[src/rtl/rom_read_arbiter.sv]
// rom_read_arbiter
//   Round-robin arbiter sharing one synchronous-read ROM port among NREQ
//   requesters. A request is accepted with a single-cycle one-hot ready, the
//   ROM is addressed in the same cycle, and the registered ROM data comes back
//   one cycle later tagged by a one-hot rsp_valid_o.
//
// Ports
//   clk_i        clock, all state on posedge
//   rst_i        asynchronous active-high reset
//   req_valid_i  [NREQ]     per-requester read request
//   req_addr_i   [NREQ*AW]  requester i address at [i*AW +: AW]
//   req_ready_o  [NREQ]     one-hot accept (same cycle as grant)
//   rom_en_o                ROM read enable
//   rom_addr_o   [AW]       address to ROM (0 when idle)
//   rom_dout_i   [DW]       ROM registered read data
//   rsp_valid_o  [NREQ]     one-hot owner of rsp_data_o this cycle
//   rsp_data_o   [DW]       read data, pass-through of rom_dout_i

module rom_read_arbiter #(
    parameter int NREQ = 4,
    parameter int AW   = 2,
    parameter int DW   = 8
) (
    input  logic                 clk_i,
    input  logic                 rst_i,
    input  logic [NREQ-1:0]      req_valid_i,
    input  logic [NREQ*AW-1:0]   req_addr_i,
    output logic [NREQ-1:0]      req_ready_o,
    output logic                 rom_en_o,
    output logic [AW-1:0]        rom_addr_o,
    input  logic [DW-1:0]        rom_dout_i,
    output logic [NREQ-1:0]      rsp_valid_o,
    output logic [DW-1:0]        rsp_data_o
);

    localparam int PW = $clog2(NREQ);

    logic [PW-1:0]   rr_ptr_q, rr_ptr_d;
    logic [NREQ-1:0] rsp_valid_q;

    logic            gnt_found;
    logic [PW-1:0]   gnt_idx;

    // Search starts at rr_ptr_q and wraps; explicit wrap keeps non-power-of-2
    // NREQ from ever producing an index >= NREQ.
    always_comb begin
        int idx;
        gnt_found = 1'b0;
        gnt_idx   = '0;
        idx       = 0;
        for (int k = 0; k < NREQ; k++) begin
            idx = int'(rr_ptr_q) + k;
            if (idx >= NREQ) idx = idx - NREQ;
            if (!gnt_found && req_valid_i[idx]) begin
                gnt_found = 1'b1;
                gnt_idx   = PW'(idx);
            end
        end
    end

    always_comb begin
        int gi;
        gi          = int'(gnt_idx);
        req_ready_o = '0;
        rom_addr_o  = '0;
        rr_ptr_d    = rr_ptr_q;
        if (gnt_found) begin
            req_ready_o[gi] = 1'b1;
            rom_addr_o      = req_addr_i[gi*AW +: AW];
            rr_ptr_d        = (gi == NREQ-1) ? '0 : gnt_idx + PW'(1);
        end
    end

    assign rom_en_o = |req_valid_i;

    always_ff @(posedge clk_i or posedge rst_i) begin
        if (rst_i) begin
            rr_ptr_q    <= '0;
            rsp_valid_q <= '0;
        end else begin
            rr_ptr_q    <= rr_ptr_d;
            rsp_valid_q <= req_ready_o;
        end
    end

    assign rsp_valid_o = rsp_valid_q;
    assign rsp_data_o  = rom_dout_i;

endmodule

[config.mk]
export PLATFORM = sky130hd
export DESIGN_NAME = rom_read_arbiter
export DESIGN_NICKNAME = d
export VERILOG_FILES = /design/src/rtl/rom_read_arbiter.sv
export SDC_FILE = /design/constraint.sdc
export NUM_CORES = 1
export LEC_CHECK = 0
export BUFFER_PORTS_ARGS = -buffer_cell sky130_fd_sc_hd__buf_2
export CAP_MARGIN = 10
export CELL_PAD_IN_SITES_DETAIL_PLACEMENT = 1
export CELL_PAD_IN_SITES_GLOBAL_PLACEMENT = 1
export CORE_UTILIZATION = 27
export CTS_BUF_LIST = sky130_fd_sc_hd__clkbuf_4
export DETAILED_ROUTE_END_ITERATION = 7
export MAX_ROUTING_LAYER = met4
export PLACE_DENSITY_LB_ADDON = 0.1
export SYNTH_ARGS = -nofsm -noshare
export SYNTH_HDL_FRONTEND = slang
export SYNTH_SLANG_ARGS = --single-unit
[constraint.sdc]
create_clock -name clk_i -period 4.5 [get_ports clk_i]
set_input_delay 1.35 -clock clk_i [delete_from_list [all_inputs] [get_ports clk_i]]
set_output_delay 1.35 -clock clk_i [all_outputs]
set_load 0.01 [all_outputs]
# Yosys cells after proc, flatten, opt, wreduce, memory -nomap -nowiden
# Index checks and enable logic that the tools add are counted.
# word_totals
in_bits	22
reg_bits	6
word_cells	59
out_inout_bits	19
# op_classes
n_reduce_logical	8
mux	29
shift	1
eq_ne	1
add_sub_neg	8
magnitude_cmp	10
# ops
cell	n
32-bit by 4-bit less-than comparator with 1-bit output (second input constant)	4
32-bit two-way mux	4
1-bit two-way mux	13
2-bit two-way mux	6
3-bit by 3-bit subtractor with 4-bit output (second input constant)	3
3-bit >= comparator (second input constant)	3
1-bit binary-select mux with 2-bit select	4
8-bit by 4-bit variable part select with 2-bit output	1
2-bit by 2-bit adder with 3-bit output (second input constant)	2
1-bit logical AND	4
4-bit two-way mux	1
4-bit OR reduction	1
2-bit by 3-bit subtractor with 4-bit output (second input constant)	1
2-bit by 1-bit adder with 3-bit output (second input constant)	1
2-bit by 3-bit >= comparator with 1-bit output (second input constant)	1
1-bit zero test	3
2-bit by 3-bit less-than comparator with 1-bit output (second input constant)	1
2-bit by 1-bit adder with 2-bit output (second input constant)	1
1-bit demux with 2-bit select	1
2-bit by 1-bit equality test with 1-bit output (second input constant)	1
2-bit by 1-bit >= comparator with 1-bit output (second input constant)	1

# Logic depth before layout (Yosys ltp)
# Gate-level depths: netlist (run 1).
# depth
depth_word	20
mapped_depth	7
depth_no_buf	6

# Least setup slack after synthesis (run 1)
# No wires, ideal clock.
# synth_timing
path_kind	in2out
start	input req_valid_i[2]
end	output req_ready_o[3]
t_arrival_ns	2.294
stages	6
path_buffers	0
required_ns	3.150
slack_ns	0.856
path_cell_list	mux2i_1 > nor2_1 > a311o_1 > inv_1 > ha_1 > and2_1
# synth_via
elab_chain_len	18
word_cells_on_any_way	32
cone_classes	order compare: 2; mux: 23; reduce/logical: 7
# synth_rtl
item	line	source
start, declared	26	input logic [NREQ-1:0] req_valid_i,
1-bit binary-select mux with 2-bit select	54	if (!gnt_found && req_valid_i[idx]) begin
1-bit two-way mux (implied by the code) (2 in a row)	54	
1-bit two-way mux	54	
1-bit zero test	54	
1-bit logical AND	54	
1-bit two-way mux	54	
1-bit zero test	54	
1-bit logical AND	54	
1-bit two-way mux	54	
1-bit zero test	54	
1-bit logical AND	54	
2-bit two-way mux	54	
2-bit by 3-bit less-than comparator with 1-bit output (implied by the code) / 2-bit by 1-bit >= comparator with 1-bit output (equally long branches)	68	req_ready_o[gi] = 1'b1;
1-bit logical AND (implied by the code)	68	
1-bit two-way mux (implied by the code)	68	
1-bit demux with 2-bit select	68	
4-bit two-way mux *	67	if (gnt_found) begin
end, declared	28	output logic [NREQ-1:0] req_ready_o,
# Every way passes the cells marked *; elsewhere a longest branch is shown, timed or not. The select of a mux whose other input is x is not followed.

# Final worst setup path (run 1)
# layout_timing
start	input req_valid_i[0]
end	output req_ready_o[0]
# Same word-level chain as after synthesis.

==> impl_metrics.tcl, run 1 <==
set metrics [dict create \
    dp_hpwl_um 811 \
    viasPerCell 4.95 \
    rsz0062_at_grt "false" \
    root_buffer "clkbuf_4" \
    p_seq_frac 0.316 \
    utilization 0.355 \
    synth_flop_cell "dfrtp_1" \
    holdWs_ns 0.541 \
    drc 2 \
    dr.pass1.iters 6 \
    grt_pass1_wl_mm 1.52 \
    vias 406 \
    crit_type "in2out" \
    hold_path_depth 2 \
    wl_per_cell_um 12.0 \
    cp_max_fo 7 \
    cts_hold_buf 0 \
    met2_length_um 449 \
    cts_resized 0 \
    yosysMostFrequentCell "buf_4" \
    grtUsageTotal 0.117 \
    cp_data_arrival_time_ns 2.66 \
    outcome "finished with violations" \
    grt_pass1_vias 379 \
    slew_violations 0 \
    synthDistinctLibCells 17 \
    drv_cap 0 \
    htreeDepth 1 \
    pin_count 41 \
    critical-path-slowest-cell "o2bb2a_1" \
    worst_pin_slew_ns 0.329 \
    p_comb_frac 0.510 \
    worstSetupPathDepth 8 \
    p_per_area_nw_per_um2 499 \
    async_flop_share 1.00 \
    drive_gt1_frac 0.424 \
    setup_violations 0 \
    tritoncts "yes" \
    start_util 0.297 \
    hold_viol_final 0 \
    wl_met3_um 94 \
    cts.sinks 6 \
    postCtsSetupRepairBufs 0 \
    ff2ff_setup_slack_ns 2.64 \
    die_h_um 43.4 \
    reg2regPathDepth 6 \
    drt_wl_total_um 987 \
    ys_ff_latch 6 \
    syn-num-nets 75 \
    clk_pin_slew_ns 0.04 \
    drt_iter0_drc 4 \
    avgSynthCellArea_um2 9.45 \
    clkPwrFrac 0.174 \
    pre_cts_ws_ns 0.462 \
    fill_cells 202 \
    cts.path.max_buffers 2 \
    min_period_ns 4.01 \
    violations "design-rule violations" \
    drtAntennaViolNets 0 \
    worstSkewPairLatency_ns 0.24 \
    met1Wirelength_um 398 \
    p_int_uw 172 \
    placed_area_um2 531 \
    synth.yosys.seq_area_share 0.324 \
    synth_area_leader_cell "dfrtp_1" \
    synth.cell_area_um2 463 \
    area_growth_syn_to_layout_pct 19.5 \
    yosys_warnings 0 \
    slew_headroom 0.781 \
    row_count 14 \
    port_buffers 24 \
    overflow 0 \
    synth_edf_count 0 \
    final_nets 94 \
    worst_slack_ns 0.491 \
    top_layer "met4" \
    leakage_uw 0.000324 \
    gp_congestion 0.670 \
    ir_drop_uv 179 \
    synthTopCellsByCount "buf_4 (9), dfrtp_1 (6), inv_1 (5), mux2i_1 (5)" \
    yosysTopAreaCellShare 0.324 \
    antenna_cells 0 \
    synth_area_leaders "dfrtp_1 (32%), buf_4 (15%), ha_1 (11%), mux2i_1 (11%), and2_1 (5.4%)" \
    cp-start-kind "primary input" \
    cp-end-kind "output port" \
    required_ns 3.15 \
    clock_skew_ns 0.00249 \
    cts_inserted_buffers 3 \
    cpLargestDelayFamily "compound AO/OA/AOI/OAI gates" \
    power.switching_uw 104 \
    switching_share 0.376 \
    setup_tns_ns 0 \
    cpPeakStageDelay_ns 0.43 \
    finalInstanceArea_um2 553 \
    core_area_um2 1560 \
    crit_top_cell "buf_2" \
    die_area_um2 1880 \
    syn-instance-count 49 \
    min_period_over_period 0.891 \
    antenna_found_initial 0 \
    hold_path_class "reg2reg" \
    die_w_um 43.4 \
    timing.fmax_mhz 249 \
    path_cells "buf_2, a21oi_1, o21ai_0, o2bb2a_1, inv_1, ha_1, and2_1, buf_2" \
    grt_start_max_net_pins 9 \
    critPathBufInv 3 \
]
cells by family (layout without fill, tap and decap cells):
group / after synthesis / after routing / share of synthesized area
AOI/OAI and AO/OA: 8 / 8 / 0.113
muxes: 6 / 6 / 0.141
adders and majority gates: 4 / 4 / 0.108
buffers and inverters: 15 / 32 / 0.197
DFF: 6 / 6 / 0.324
and+or+nand+nor: 10 / 10 / 0.116
state kept, by name (all words and copies together), names as in the netlist:
name and cells:
rsp_valid_o 4, rr_ptr_q 2
power by group through the flow:
stage | Clock (uW) | Combinational [uW] | Sequential (uW)
finish | 48.0 | 141 | 87.2
global route | 52.8 | 158 | 89.7
CTS | 50.7 | 144 | 87.6
detailed placement | 0 | 144 | 88.4
global placement | 0 | 145 | 88.1
floorplan | 0 | 97.7 | 92.2
cell usage in the layout, fill, tap and decap left out:
cell type	count
inv_1	5
and2_1	4
or4_1	1
mux2i_1	5
buf_2	24
nor2_1	3
o2bb2a_1	1
ha_1	4
a311o_1	1
clkbuf_4	3
nand2_1	1
o21ai_0	1
nand2b_1	1
a21oi_1	3
o22ai_1	2
dfrtp_1	6
mux2_4	1
worst paths after layout:
kind	end	startpoint
worst max-delay path	req_ready_o[0]	req_valid_i[0]
worst min-delay path	rr_ptr_q[0]	rr_ptr_q[0]
worst max register to register	rr_ptr_q[1]	rr_ptr_q[1]
worst min register to register	rr_ptr_q[0]	rr_ptr_q[0]
max in group asynchronous	rr_ptr_q[0]	rst_i
min in group asynchronous	rsp_valid_o[2]	rst_i
stage by stage:
| stage | cells | total power (uW) |
|---|---|---|
| floorplan | 49 | 190 |
| global placement | 79 | 233 |
| detailed placement | 79 | 232 |
| CTS | 82 | 282 |
| global route | 82 | 300 |
| finish | 82 | 276 |
worst register-to-register path: stages (launching register included):
cell and delay [ns]:
dfrtp_1 0.44, mux2i_1 0.21, nor2_1 0.05, a311o_1 0.41
inv_1 0.15, ha_1 0.24, mux2_4 0.25
layer usage:
metal | vias to the layer above | global-route usage
li1 | 192 | -
met2 | 24 | 0.161
met4 | 0 | 0.0750
met5 | - | -
met1 | 178 | 0.130
met3 | 12 | 0.0667
final cells by class:
cell class                 count  area, um2  area share
multi-input combinational     28        221       0.400
sequential                     6        150       0.271
timing repair buffer          24        120       0.217
clock buffer                   3       22.5      0.0407
tap                           16       20.0      0.0362
inverter                       5       18.8      0.0339
(Power assumes the default switching activity.)
==> run 2, diff against run 1 <==
Settings changed: CELL_PAD_IN_SITES_GLOBAL_PLACEMENT 1 to 2, CORE_UTILIZATION 27 to 19, CTS_BUF_LIST sky130_fd_sc_hd__clkbuf_4 to not set, PLACE_DENSITY_LB_ADDON 0.1 to 0.3.
==> run 2 against run 1 <==
Effect of this change: the run now ends clean; combinational power is essentially flat; sequential power is essentially flat; worst setup slack worse by 0.061 ns; via count fell by 4.7%; flip-flop and latch count stayed put; critical path type unchanged; critical endpoint unchanged; highest routed layer is now met3.
==> impl_metrics.tcl, run 2 (synthesized netlist as in run 1, its figures left out) <==
set metrics [dict create \
    grtUsageTotal 0.0837 \
    p_per_area_nw_per_um2 490 \
    row_count 17 \
    area_growth_syn_to_layout_pct 22.7 \
    dr.pass1.iters 4 \
    cpLargestDelayFamily "compound AO/OA/AOI/OAI gates" \
    clock_skew_ns 0.00139 \
    rsz0062_at_grt "false" \
    tritoncts "yes" \
    drive_gt1_frac 0.424 \
    viasPerCell 4.12 \
    cts_resized 0 \
    slew_violations 0 \
    die_area_um2 2640 \
    port_buffers 24 \
    outcome "completed" \
    cp-start-kind "primary input" \
    overflow 0 \
    cts.sinks 6 \
    reg2regPathDepth 6 \
    setup_tns_ns 0 \
    min_period_ns 4.07 \
    postCtsSetupRepairBufs 0 \
    drv_cap 0 \
    worstReg2RegStart "rr_ptr_q[1]" \
    critPathCapture "req_ready_o[0]" \
    final_nets 94 \
    ir_drop_uv 152 \
    cp_data_arrival_time_ns 2.72 \
    cpPeakStageDelay_ns 0.45 \
    setup_violations 0 \
    critical-path-slowest-cell "o2bb2a_1" \
    crit_top_cell "buf_2" \
    vias 387 \
    largest_reg_flops 4 \
    drt_iter0_drc 5 \
    worstSetupPathDepth 8 \
    gp_congestion 0.650 \
    root_buffer "clkbuf_4" \
    cts_hold_buf 0 \
    cp-end-kind "output port" \
    reg2reg_to "rr_ptr_q[1]" \
    wl_per_cell_um 10.5 \
    antenna_cells 0 \
    pin_count 41 \
    ff2ff_setup_slack_ns 2.65 \
    crit_type "in2out" \
    core_area_um2 2250 \
    die_w_um 51.4 \
    timing.fmax_mhz 246 \
    grt_start_max_net_pins 9 \
    clk_pin_slew_ns 0.04 \
    die_h_um 51.4 \
    hold_viol_final 0 \
    drtAntennaViolNets 0 \
    layout_commonest_cell "buf_2" \
    slew_headroom 0.762 \
    hold_path_class "reg2reg" \
    grt_pass1_wl_mm 1.52 \
    holdWs_ns 0.539 \
    critPathBufInv 3 \
    cp_max_fo 7 \
    dp_hpwl_um 785 \
    fill_cells 283 \
    htreeDepth 1 \
    grt_pass1_vias 341 \
    cts.path.max_buffers 2 \
    min_period_over_period 0.904 \
    leakage_uw 0.000324 \
    drt_wl_total_um 987 \
    path_cells "buf_2, a21oi_1, o21ai_0, o2bb2a_1, inv_1, ha_1, and2_1, buf_2" \
    required_ns 3.15 \
    drc 0 \
    start_util 0.205 \
    worst_pin_slew_ns 0.356 \
    power_uw 278 \
    cts_inserted_buffers 3 \
    antenna_found_initial 0 \
    layout_common_cells "buf_2 (24), dfrtp_1 (6), inv_1 (5), mux2i_1 (5)" \
    worstSkewPairLatency_ns 0.24 \
    crit_path_start "req_valid_i[0]" \
]
[run 2: cell type report]
class	count	area [um2]	area share
multi-input combinational	28	221	0.390
sequential	6	150	0.264
timing repair buffer	24	120	0.211
tap	28	35.0	0.0617
inverter	5	18.8	0.0330
clock buffer	3	22.5	0.0396
[run 2: how the worst min path moves through the flow]
stage           startpoint           to  slack (ns)  depth (start not counted)
3_3_place_gp   rr_ptr_q[0]  rr_ptr_q[0]        0.53                          2
2_1_floorplan  rr_ptr_q[0]  rr_ptr_q[0]        0.49                          2
6_report       rr_ptr_q[0]  rr_ptr_q[0]        0.54                          2
3_5_place_dp   rr_ptr_q[0]  rr_ptr_q[0]        0.54                          2
5_1_grt        rr_ptr_q[0]  rr_ptr_q[0]        0.58                          2
4_1_cts        rr_ptr_q[0]  rr_ptr_q[0]        0.55                          2
[run 2: report_power, final]
group | switching, uW | total [uW] | internal [uW]
sequential | 13.3 | 87.5 | 74.2
combinational | 73.2 | 141 | 68.0
clock | 19.2 | 49.4 | 30.2
total | 106 | 278 | 172
[run 2: worst reg2reg max path, cell delays in order, from the launching register on]
cell and delay [ns]:
dfrtp_1 0.43, mux2i_1 0.21, nor2_1 0.05, a311o_1 0.41, inv_1 0.15, ha_1 0.24
mux2_4 0.25
[run 2: through the flow]
step                cell area [um2]  instances  utilization  worst slack [ns]
floorplan                       463         49            -             0.856
global placement                546         91        0.242             0.463
detailed placement              546         91        0.242             0.420
CTS                             568         94        0.252             0.420
global route                    568         94        0.252             0.257
finish                          568         94        0.252             0.430
[run 2: layer usage]
metal  global-route usage  share of wire  vias to the layer above
li1                     -              -                      190
met1                0.101           0.47                      178
met2                0.110           0.44                       19
met3               0.0446          0.098                        0
met4               0.0450              0                        0
met5                    -              0                        -
==> run 3, diff against run 2 <==
Settings changed: REMOVE_ABC_BUFFERS set to 1.
==> run 3 against run 2 <==
Effect of this change: critical path depth stayed put; design area stayed put; sequential power hardly changed; routed wire length is 2.7% higher.
==> impl_metrics.tcl, run 3 (synthesized netlist as in run 1, its figures left out) <==
set metrics [dict create \
    wl_per_cell_um 10.8 \
    timing.fmax_mhz 246 \
    drtAntennaViolNets 0 \
    postCtsSetupRepairBufs 0 \
    crit_path_start "req_valid_i[0]" \
    clkPwrFrac 0.175 \
    slew_violations 0 \
    ir_drop_uv 145 \
    cp-end-kind "output port" \
    grt_pass1_vias 381 \
    start_util 0.205 \
    crit_type "in2out" \
    drive_gt1_frac 0.424 \
    drt_wl_total_mm 1.01 \
    outcome "completed" \
    worstReg2RegStart "rr_ptr_q[1]" \
    die_w_um 51.4 \
    p_seq_frac 0.316 \
    dp_hpwl_um 833 \
    cp-start-kind "primary input" \
    p_int_uw 172 \
    p_comb_frac 0.509 \
    clk_pin_slew_ns 0.04 \
    area_growth_syn_to_layout_pct 22.7 \
    hold_path_class "reg2reg" \
    largest_reg_flops 4 \
    worst_pin_slew_ns 0.368 \
    dr.pass1.iters 4 \
    cts.path.max_buffers 2 \
    tritoncts "yes" \
    slew_headroom 0.754 \
    worstSkewPairLatency_ns 0.24 \
    setup_violations 0 \
    cts.sinks 6 \
    grt_util_met2 0.126 \
    seqCellArea_um2 150 \
    root_buffer "clkbuf_4" \
    power.switching_uw 105 \
    pin_count 41 \
    switching_share 0.378 \
    p_per_area_nw_per_um2 487 \
    drt_iter0_drc 3 \
    grt.busiest_layer "met2" \
    htreeDepth 1 \
    grt_pass1_wl_mm 1.58 \
    layout_common_cells "buf_2 (24), dfrtp_1 (6), inv_1 (5), mux2i_1 (5)" \
    grt_start_max_net_pins 9 \
    min_period_over_period 0.903 \
    rsz0062_at_grt "false" \
    required_ns 3.15 \
    cp_max_fo 7 \
    min_period_ns 4.07 \
    core_area_um2 2250 \
    leakage_uw 0.000324 \
    cts_resized 0 \
    antenna_found_initial 0 \
    cts_inserted_buffers 3 \
    multiInputGateArea_um2 221 \
    use_met1 0.0823 \
    setup_tns_ns 0 \
    use_met3 0.0536 \
    vias 407 \
    row_count 17 \
    worstHoldStart "rr_ptr_q[0]" \
    drc 0 \
    die_area_um2 2640 \
    antenna_cells 0 \
    drv_cap 0 \
    placed_area_um2 546 \
    viasPerCell 4.33 \
    overflow 0 \
    fill_cells 284 \
    die_h_um 51.4 \
    cp_data_arrival_time_ns 2.72 \
    port_buffers 24 \
    finalInstanceArea_um2 568 \
    clock_skew_ns 0.00251 \
    gp_congestion 0.679 \
    hold_viol_final 0 \
    final_nets 94 \
    cts_hold_buf 0 \
    layout_commonest_cell "buf_2" \
    grtUsageTotal 0.0849 \
]
## run 3: cell counts in the layout (fill, tap and decap cells not counted)
Identical to the previous run, type by type.
## run 3: per-stage QoR
step / utilization / std cells / hold WS, ns / power, uW / worst slack, ns
after floorplan: - / 39 / 0.489 / 178 / 0.825
after global placement: 0.242 / 91 / 0.530 / 231 / 0.461
after detailed placement: 0.242 / 91 / 0.546 / 233 / 0.429
after CTS: 0.252 / 94 / 0.558 / 284 / 0.428
after global routing: 0.252 / 94 / 0.612 / 301 / 0.321
final: 0.252 / 94 / 0.542 / 277 / 0.434
## run 3: critical path: stages
cell      delay, ns
buf_2          0.13
a21oi_1        0.11
o21ai_0        0.08
o2bb2a_1       0.46
inv_1          0.11
ha_1           0.19
and2_1         0.14
buf_2          0.14
## run 3: final timing paths
kind / end / slack [ns] / cells after the start
max in group asynchronous: rr_ptr_q[0] / 3.31 / 2
max reg2reg: rr_ptr_q[1] / 2.64 / 6
min: rr_ptr_q[0] / 0.54 / 2
max: req_ready_o[0] / 0.43 / 8
min reg2reg: rr_ptr_q[0] / 0.54 / 2
min in group asynchronous: rsp_valid_o[3] / 1.01 / 2
## run 3: layer usage
layer,vias up,share of wire
met5,-,0
li1,191,-
met4,0,0
met2,25,0.50
met1,191,0.40
met3,0,0.093
## run 3: power groups by stage
| stage | clock (uW) | sequential, uW | combinational (uW) |
|---|---|---|---|
| floorplan | 0 | 92.2 | 85.9 |
| global placement | 0 | 87.8 | 143 |
| detailed placement | 0 | 88.6 | 144 |
| CTS | 52.0 | 87.8 | 144 |
| global route | 54.5 | 89.9 | 157 |
| finish | 48.5 | 87.4 | 141 |
## run 3: cell type report
class                   count  area share
well taps                  28      0.0617
multi-input cells          28       0.390
flip-flops and latches      6       0.264
inverters                   5      0.0330
repair buffers             24       0.211
clock buffers               3      0.0396
